`src/rtl/field_packer_stream.sv`:
```
// Packs NUM_FIELDS fields plus a constant tail into one frame and streams it MSB-first
// as OUT_W-bit words over valid/ready. Define FIELD_PACKER_PARITY_EN to add out_parity.
module field_packer_stream #(
  parameter int unsigned FIELD_W    = 5,
  parameter int unsigned NUM_FIELDS = 6,
  parameter int unsigned PAD_W      = 2,
  parameter logic [31:0] PAD_VAL    = 32'h3,
  parameter int unsigned OUT_W      = 8
) (
  input  logic                          clk,
  input  logic                          rst_n,
  input  logic                          in_valid,
  output logic                          in_ready,
  input  logic [NUM_FIELDS*FIELD_W-1:0] in_data,
  output logic                          out_valid,
  input  logic                          out_ready,
  output logic [OUT_W-1:0]              out_data,
  output logic                          out_last
`ifdef FIELD_PACKER_PARITY_EN
  ,
  output logic                          out_parity
`endif
);

  localparam int unsigned IN_W      = NUM_FIELDS * FIELD_W;
  localparam int unsigned TOTAL_W   = IN_W + PAD_W;
  localparam int unsigned NUM_WORDS = TOTAL_W / OUT_W;
  localparam int unsigned IDX_W     = (NUM_WORDS > 1) ? $clog2(NUM_WORDS) : 1;
  localparam logic [IDX_W-1:0] LAST_IDX = IDX_W'(NUM_WORDS - 1);

  typedef enum logic {IDLE, SEND} state_t;

  if (TOTAL_W % OUT_W != 0) begin : g_width_check
    $error("field_packer_stream: TOTAL_W (%0d) must be a multiple of OUT_W (%0d)",
           TOTAL_W, OUT_W);
  end

  logic [TOTAL_W-1:0] frame_in;

  if (PAD_W > 0) begin : g_pad
    assign frame_in = {in_data, PAD_VAL[PAD_W-1:0]};
  end else begin : g_no_pad
    assign frame_in = in_data;
  end

  state_t             state;
  logic [TOTAL_W-1:0] frame;
  logic [IDX_W-1:0]   word_idx;
  logic               accept;
  logic               advance;

  // in_ready looks at out_ready so a new frame can load in the cycle the last word leaves.
  assign in_ready = (state == IDLE) || ((state == SEND) && out_ready && out_last);
  assign accept   = in_valid && in_ready;
  assign advance  = out_valid && out_ready && !out_last;

  // The frame register keeps the words not yet presented, MSB-aligned, so the next
  // word is always its top slice and no wide index mux is needed.
  // NOTE: sequential state uses non-blocking assignments so every flop samples
  // pre-edge values regardless of statement order.
  always_ff @(posedge clk or negedge rst_n) begin
    if (!rst_n) begin
      state     <= IDLE;
      frame     <= '0;
      word_idx  <= '0;
      out_valid <= 1'b0;
      out_data  <= '0;
      out_last  <= 1'b0;
    end else if (accept) begin
      state     <= SEND;
      out_valid <= 1'b1;
      out_data  <= frame_in[TOTAL_W-1 -: OUT_W];
      frame     <= frame_in << OUT_W;
      word_idx  <= '0;
      out_last  <= (NUM_WORDS == 1);
    end else if (advance) begin
      out_data  <= frame[TOTAL_W-1 -: OUT_W];
      frame     <= frame << OUT_W;
      word_idx  <= word_idx + 1'b1;
      out_last  <= ((word_idx + 1'b1) == LAST_IDX);
    end else if (out_valid && out_ready) begin
      state     <= IDLE;
      out_valid <= 1'b0;
      out_last  <= 1'b0;
    end
  end

`ifdef FIELD_PACKER_PARITY_EN
  always_ff @(posedge clk or negedge rst_n) begin
    if (!rst_n) begin
      out_parity <= 1'b0;
    end else if (accept) begin
      out_parity <= ^frame_in[TOTAL_W-1 -: OUT_W];
    end else if (advance) begin
      out_parity <= ^frame[TOTAL_W-1 -: OUT_W];
    end
  end
`endif

endmodule
```
`config.mk`:
```
export PLATFORM = sky130hd
export DESIGN_NAME = field_packer_stream
export DESIGN_NICKNAME = d
export VERILOG_FILES = /design/src/rtl/field_packer_stream.sv
export SDC_FILE = /design/constraint.sdc
export NUM_CORES = 1
export LEC_CHECK = 0
export CAP_MARGIN = 20
export CORE_MARGIN = 1
export CORE_UTILIZATION = 42
export CTS_CLUSTER_DIAMETER = 80
export DETAILED_ROUTE_END_ITERATION = 10
export PLACE_DENSITY = 0.74
export SYNTH_ARGS = -nofsm -noshare
export SYNTH_HDL_FRONTEND = slang
export SYNTH_SLANG_ARGS = --single-unit
export TNS_END_PERCENT = 10
```
`constraint.sdc`:
```
create_clock -name clk -period 1.57 [get_ports clk]
set_input_delay 0.314 -clock clk [delete_from_list [all_inputs] [get_ports clk]]
set_output_delay 0.314 -clock clk [all_outputs]
set_load 0.02 [all_outputs]
```
==> impl_metrics.json, run 1 <==
{
  "outcome": "finished clean",
  "worst_ep_arrival_time_ns": 1.69,
  "die_h_um": 63.99,
  "max-slew-margin-rel_pct": 84.64,
  "setup-violations-final": 0,
  "maxSlewViolCount": 0,
  "pre_cts_ws_ns": -0.3384,
  "start_kind": "input port",
  "drtIter0Drc": 83,
  "dieWidth_um": 63.99,
  "worst_clock_skew_ns": 0.002968,
  "start_util_pct": 44.09,
  "die_area_um2": 4095,
  "synth_top_area_share_pct": 54.26,
  "synth_seq_cells": 35,
  "synthesis.nets": 182,
  "synth_async_sr_flop_share_pct": 100.0,
  "required_ns": 1.73,
  "grt.total_usage_pct": 19.61,
  "period_share_pct": 97.53,
  "synth.area.top_cells": "dfrtp_1 (54%), a221o_1 (11%), and2_1 (6.2%)",
  "worst_pin_slew_ns": 0.2300,
  "drive_above_1_share_pct": 16.75,
  "synth.most_common_cell": "dfrtp_1",
  "yosysWarnings": 0,
  "diodes": 0,
  "wl_mm": 3.635,
  "grt_max_degree": 36,
  "seq_area_frac_synth_pct": 54.26,
  "gp_congestion": 0.8308,
  "drtPass1Iterations": 4,
  "num_vias": 1335,
  "fmax_ghz": 0.6531,
  "clk_pin_slew_ns": 0.06,
  "maxCapViolCount": 0,
  "yosys-top-cells-count": "dfrtp_1 (35), a221o_1 (18), and2_1 (16), o21ai_0 (14), nand2_1 (13)",
  "routedWlPerCell_um": 14.48,
  "ctsHoldBuffers": 0,
  "worstSetupEndpointType": "flip-flop",
  "fin_nets": 237,
  "finalPower_w": 0.003794,
  "clkSinkCount": 35,
  "synth_cell_type_count": 25,
  "io_pins": 45,
  "clk_path_buf_depth": 2,
  "viasPerCell": 5.319,
  "finalNonFillerCells": 251,
  "ys.flop_type": "dfrtp_1",
  "critical_path_class": "in2reg",
  "worst_ir_drop_vdd_v": 0.0008014,
  "synth_top_cell_by_area": "dfrtp_1",
  "hold_slack_ns": 0.3972,
  "worstPathMaxFanout": 20,
  "numCtsBuffers": 5,
  "setup_slack_ns": 0.03878,
  "synth_area_per_cell_um2": 10.98,
  "post-place-cells": 243,
  "finalCriticalPeriod_ns": 1.531,
  "root_buffer": "clkbuf_8",
  "port_buffers": 44,
  "grt_pass1_wl_mm": 6.134,
  "rows": 22,
  "cts_tree": "yes",
  "coreArea_um2": 3661,
  "antenna_found_initial": 0,
  "power_leakage_nw": 1.146,
  "synth_edf_count": 0,
  "p_per_area_nw_per_um2": 1642,
  "dpl.hpwl_mm": 2.618,
  "grt_pass1_vias": 1305,
  "insertion_delay_ns": 0.28,
  "drc_errors": 0,
  "synthCells": 147,
  "hold_class": "in2async",
  "htree_levels": 2,
  "finalHoldViolCount": 0,
  "syn_area_um2": 1614,
  "grt-ovfl-total": 0,
  "ant_nets": 0,
  "syn_to_final_growth_pct": 43.18
}
==> final cells by class <==
class,count,area [um^2]
fill,303,1350
sequential,35,878.3
multi-input combinational,94,660.6
timing repair buffer,60,589.3
clock buffer,8,100.1
tap,48,60.06
inverter,6,22.52
==> power by group <==
| group | internal [W] | switching (W) | total, W |
|---|---|---|---|
| Combinational | 0.000831 | 0.000735 | 0.00157 |
| Clock | 0.000400 | 0.000302 | 0.000702 |
| Sequential | 0.00130 | 0.000228 | 0.00153 |
==> per-layer routing <==
layer  global-route usage, %  vias to the layer above  share of wire, %
li1                        -                      646                 -
met4                   8.807                        0               1.5
met5                       0                        -                 0
met2                   30.85                       44                48
met1                   25.17                      640                44
met3                   5.179                        5               5.9
==> cells by family after synthesis <==
logic type,Yosys count,synth area share (%)
flops,35,54.26
buf+inv,18,6.356
compound gates,43,21.78
simple gates,50,16.82
fa+ha+maj,1,0.7751
==> state kept, by name, summed over array words and instances (netlist names) <==
name	cells
state	1
word_idx	2
frame	23
out_data	8
out_last	1
==> placed cells by master, fill, tap and decap left out <==
master and count:
a21bo_1 1, a21bo_4 1, a21boi_0 1, a21oi_1 1, a221o_1 18, a22o_1 1
a32oi_1 3, and2_1 16, and2_4 1, and3b_4 1, buf_12 1, buf_4 15
clkbuf_1 1, clkbuf_2 1, clkbuf_8 7, clkdlybuf4s50_1 33, dfrtp_1 33, dfrtp_2 2
dlygate4sd2_1 1, dlymetal6s2s_1 9, ha_1 1, inv_1 6, nand2_1 13, nand2b_1 1
nand2b_4 2, nand3_1 6, nand3b_1 2, nor2_1 5, nor3b_1 3, o21ai_0 14
o221a_2 3
==> worst paths after layout <==
path	startpoint	endpoint	slack [ns]	cells past startpoint
min in group clk	frame[9]	frame[9]	0.49	2
max in group asynchronous	rst_n	out_last	0.98	2
setup reg to reg	out_last	frame[19]	0.06	4
setup / recovery	out_ready	frame[19]	0.04	5
hold / removal	rst_n	out_data[1]	0.40	2
hold reg to reg	frame[9]	frame[9]	0.49	2
==> worst max-delay path, cell delays in order <==
cell,delay (ns)
clkdlybuf4s50_1,0.43
a21bo_1,0.22
buf_4,0.13
and2_4,0.20
a221o_1,0.38
==> through the flow <==
stage               utilization (%)     TNS [ns]  cell area, um^2
global placement              59.47       -7.310             2177
global route                  63.12  -0.00006728             2311
detailed placement            59.47       -8.780             2177
floorplan                         -     -0.06254             1642
CTS                           62.37            0             2283
finish                        63.12            0             2311
==> timing repair <==
item                       4_1_cts  5_1_grt
hold endpoints to repair         0        0
setup buffers                    0        0
pin swaps                        0        0
setup endpoints to repair       23       21
gates resized for setup          5       12
Note: power is estimated with default switching activity, not from simulation.
==> inputs of run 2 (changes only) <==
--- a/config.mk
+++ b/config.mk
@@ -6,7 +6,7 @@
 export NUM_CORES = 1
 export LEC_CHECK = 0
 export CAP_MARGIN = 20
-export CORE_MARGIN = 1
+export CORE_MARGIN = 4
 export CORE_UTILIZATION = 42
 export CTS_CLUSTER_DIAMETER = 80
 export DETAILED_ROUTE_END_ITERATION = 10
==> impl_metrics.json, run 2 (synthesized netlist as in run 1, its figures left out) <==
{
  "worst_pin_slew_ns": 0.2602,
  "setup-violations-final": 0,
  "diodes": 0,
  "drtIter0Drc": 62,
  "mostFrequentLayoutCells": "clkdlybuf4s50_1 (34), dfrtp_1 (33), a221o_1 (18)",
  "worst_ir_drop_vdd_v": 0.0008331,
  "setup_slack_ns": 0.01973,
  "max-slew-margin-rel_pct": 82.61,
  "antenna_found_initial": 0,
  "worst_ep_arrival_time_ns": 1.24,
  "gp_congestion": 0.8476,
  "maxCapViolCount": 0,
  "io_pins": 45,
  "worstSetupEndpointType": "primary output",
  "grt_pass1_wl_mm": 6.603,
  "rr_startpoint": "out_last",
  "finalHoldViolCount": 0,
  "insertion_delay_ns": 0.28,
  "clk_path_buf_depth": 2,
  "pre_cts_ws_ns": -0.3133,
  "grt_pass1_vias": 1392,
  "critical_path_class": "reg2out",
  "fmax_ghz": 0.6451,
  "period_share_pct": 98.74,
  "grt-ovfl-total": 0,
  "worstPathMaxFanout": 2,
  "start_util_pct": 43.76,
  "htree_levels": 2,
  "cp.buffers_inverters": 1,
  "wl_mm": 4.283,
  "fin_nets": 238,
  "numCtsBuffers": 5,
  "cpPeakStageDelay_ns": 0.60,
  "fin_area_um2": 2342,
  "outcome": "finished clean",
  "p_per_area_nw_per_um2": 1704,
  "rows": 22,
  "top_register": "frame",
  "port_buffers": 44,
  "root_buffer": "clkbuf_8",
  "drive_above_1_share_pct": 18.14,
  "hold_class": "in2async",
  "finalCriticalPeriod_ns": 1.550,
  "start_kind": "flip-flop",
  "drc_errors": 0,
  "crit_start": "out_data[6]",
  "power_leakage_nw": 1.137,
  "dpl.hpwl_mm": 2.805,
  "grt_max_degree": 36,
  "drtPass1Iterations": 4,
  "num_vias": 1371,
  "crit_slowest_cell": "clkdlybuf4s50_1",
  "ant_nets": 0,
  "cts_tree": "yes",
  "clk_pin_slew_ns": 0.07,
  "worst_clock_skew_ns": 0.005957,
  "layout.cells.most_common": "clkdlybuf4s50_1",
  "required_ns": 1.26,
  "cp_cell_sequence": "clkdlybuf4s50_1",
  "clkSinkCount": 35,
  "die_h_um": 69.99,
  "dpl_cell_area_um2": 2170,
  "coreArea_um2": 3689,
  "routedWlPerCell_um": 17.00,
  "post-route-util_pct": 63.50,
  "largest_reg_flops": 23,
  "syn_to_final_growth_pct": 45.12,
  "die_area_um2": 4899,
  "dieWidth_um": 69.99,
  "viasPerCell": 5.440,
  "reg.largest.list": "frame: 23 flops, out_data: 8 flops, word_idx: 2 flops",
  "cp_top_family": "buffers and inverters",
  "grt.total_usage_pct": 16.84,
  "maxSlewViolCount": 0
}
-- run 2: worst paths after layout --
| path | end | slack [ns] | cells after the start |
|---|---|---|---|
| setup reg to reg | frame[23] | 0.11 | 4 |
| setup / recovery | out_data[6] | 0.02 | 1 |
| min in group clk | frame[9] | 0.48 | 2 |
| max in group asynchronous | state | 0.98 | 2 |
| hold reg to reg | frame[9] | 0.48 | 2 |
| hold / removal | frame[17] | 0.39 | 2 |
-- run 2: final cells by class --
type / count / area [um^2]
clock buffer: 6 / 82.58
clock inverter: 2 / 35.03
fill: 328 / 1346
inverter: 6 / 22.52
multi-input combinational: 96 / 688.2
sequential: 35 / 878.3
tap: 48 / 60.06
timing repair buffer: 59 / 575.6
-- run 2: where the power goes --
part	internal (W)	leakage [nW]	switching (W)
clock	0.000513	0.0612	0.000313
sequential	0.00130	0.453	0.000230
combinational	0.000842	0.622	0.000794
-- run 2: per-layer routing --
| metal | wire [um] | share of wire [%] | vias to the layer above | global-route usage [%] |
|---|---|---|---|---|
| li1 | - | - | 646 | - |
| met1 | 1805 | 42 | 658 | 22.21 |
| met2 | 2117 | 49 | 61 | 27.18 |
| met3 | 285 | 6.7 | 6 | 4.029 |
| met4 | 74 | 1.7 | 0 | 5.532 |
| met5 | 0 | 0 | - | 0 |
-- run 2: through the flow --
stage | instances | total power, W | hold WS [ns] | setup TNS (ns)
2_1_floorplan | 147 | 0.002526 | 0.01841 | -0.06254
3_3_place_gp | 242 | 0.003044 | 0.4566 | -6.755
3_5_place_dp | 242 | 0.003115 | 0.4609 | -7.991
4_1_cts | 250 | 0.003947 | 0.3984 | 0
5_1_grt | 252 | 0.004240 | 0.4172 | -0.0002320
6_report | 252 | 0.003990 | 0.3926 | 0
-- run 2: repair_timing --
| action | CTS | global route |
|---|---|---|
| endpoints found under the setup margin | 24 | 28 |
| gates resized for setup | 7 | 14 |
| hold buffers | 0 | 0 |
| cloned | 0 | 2 |
| setup buffers | 0 | 0 |
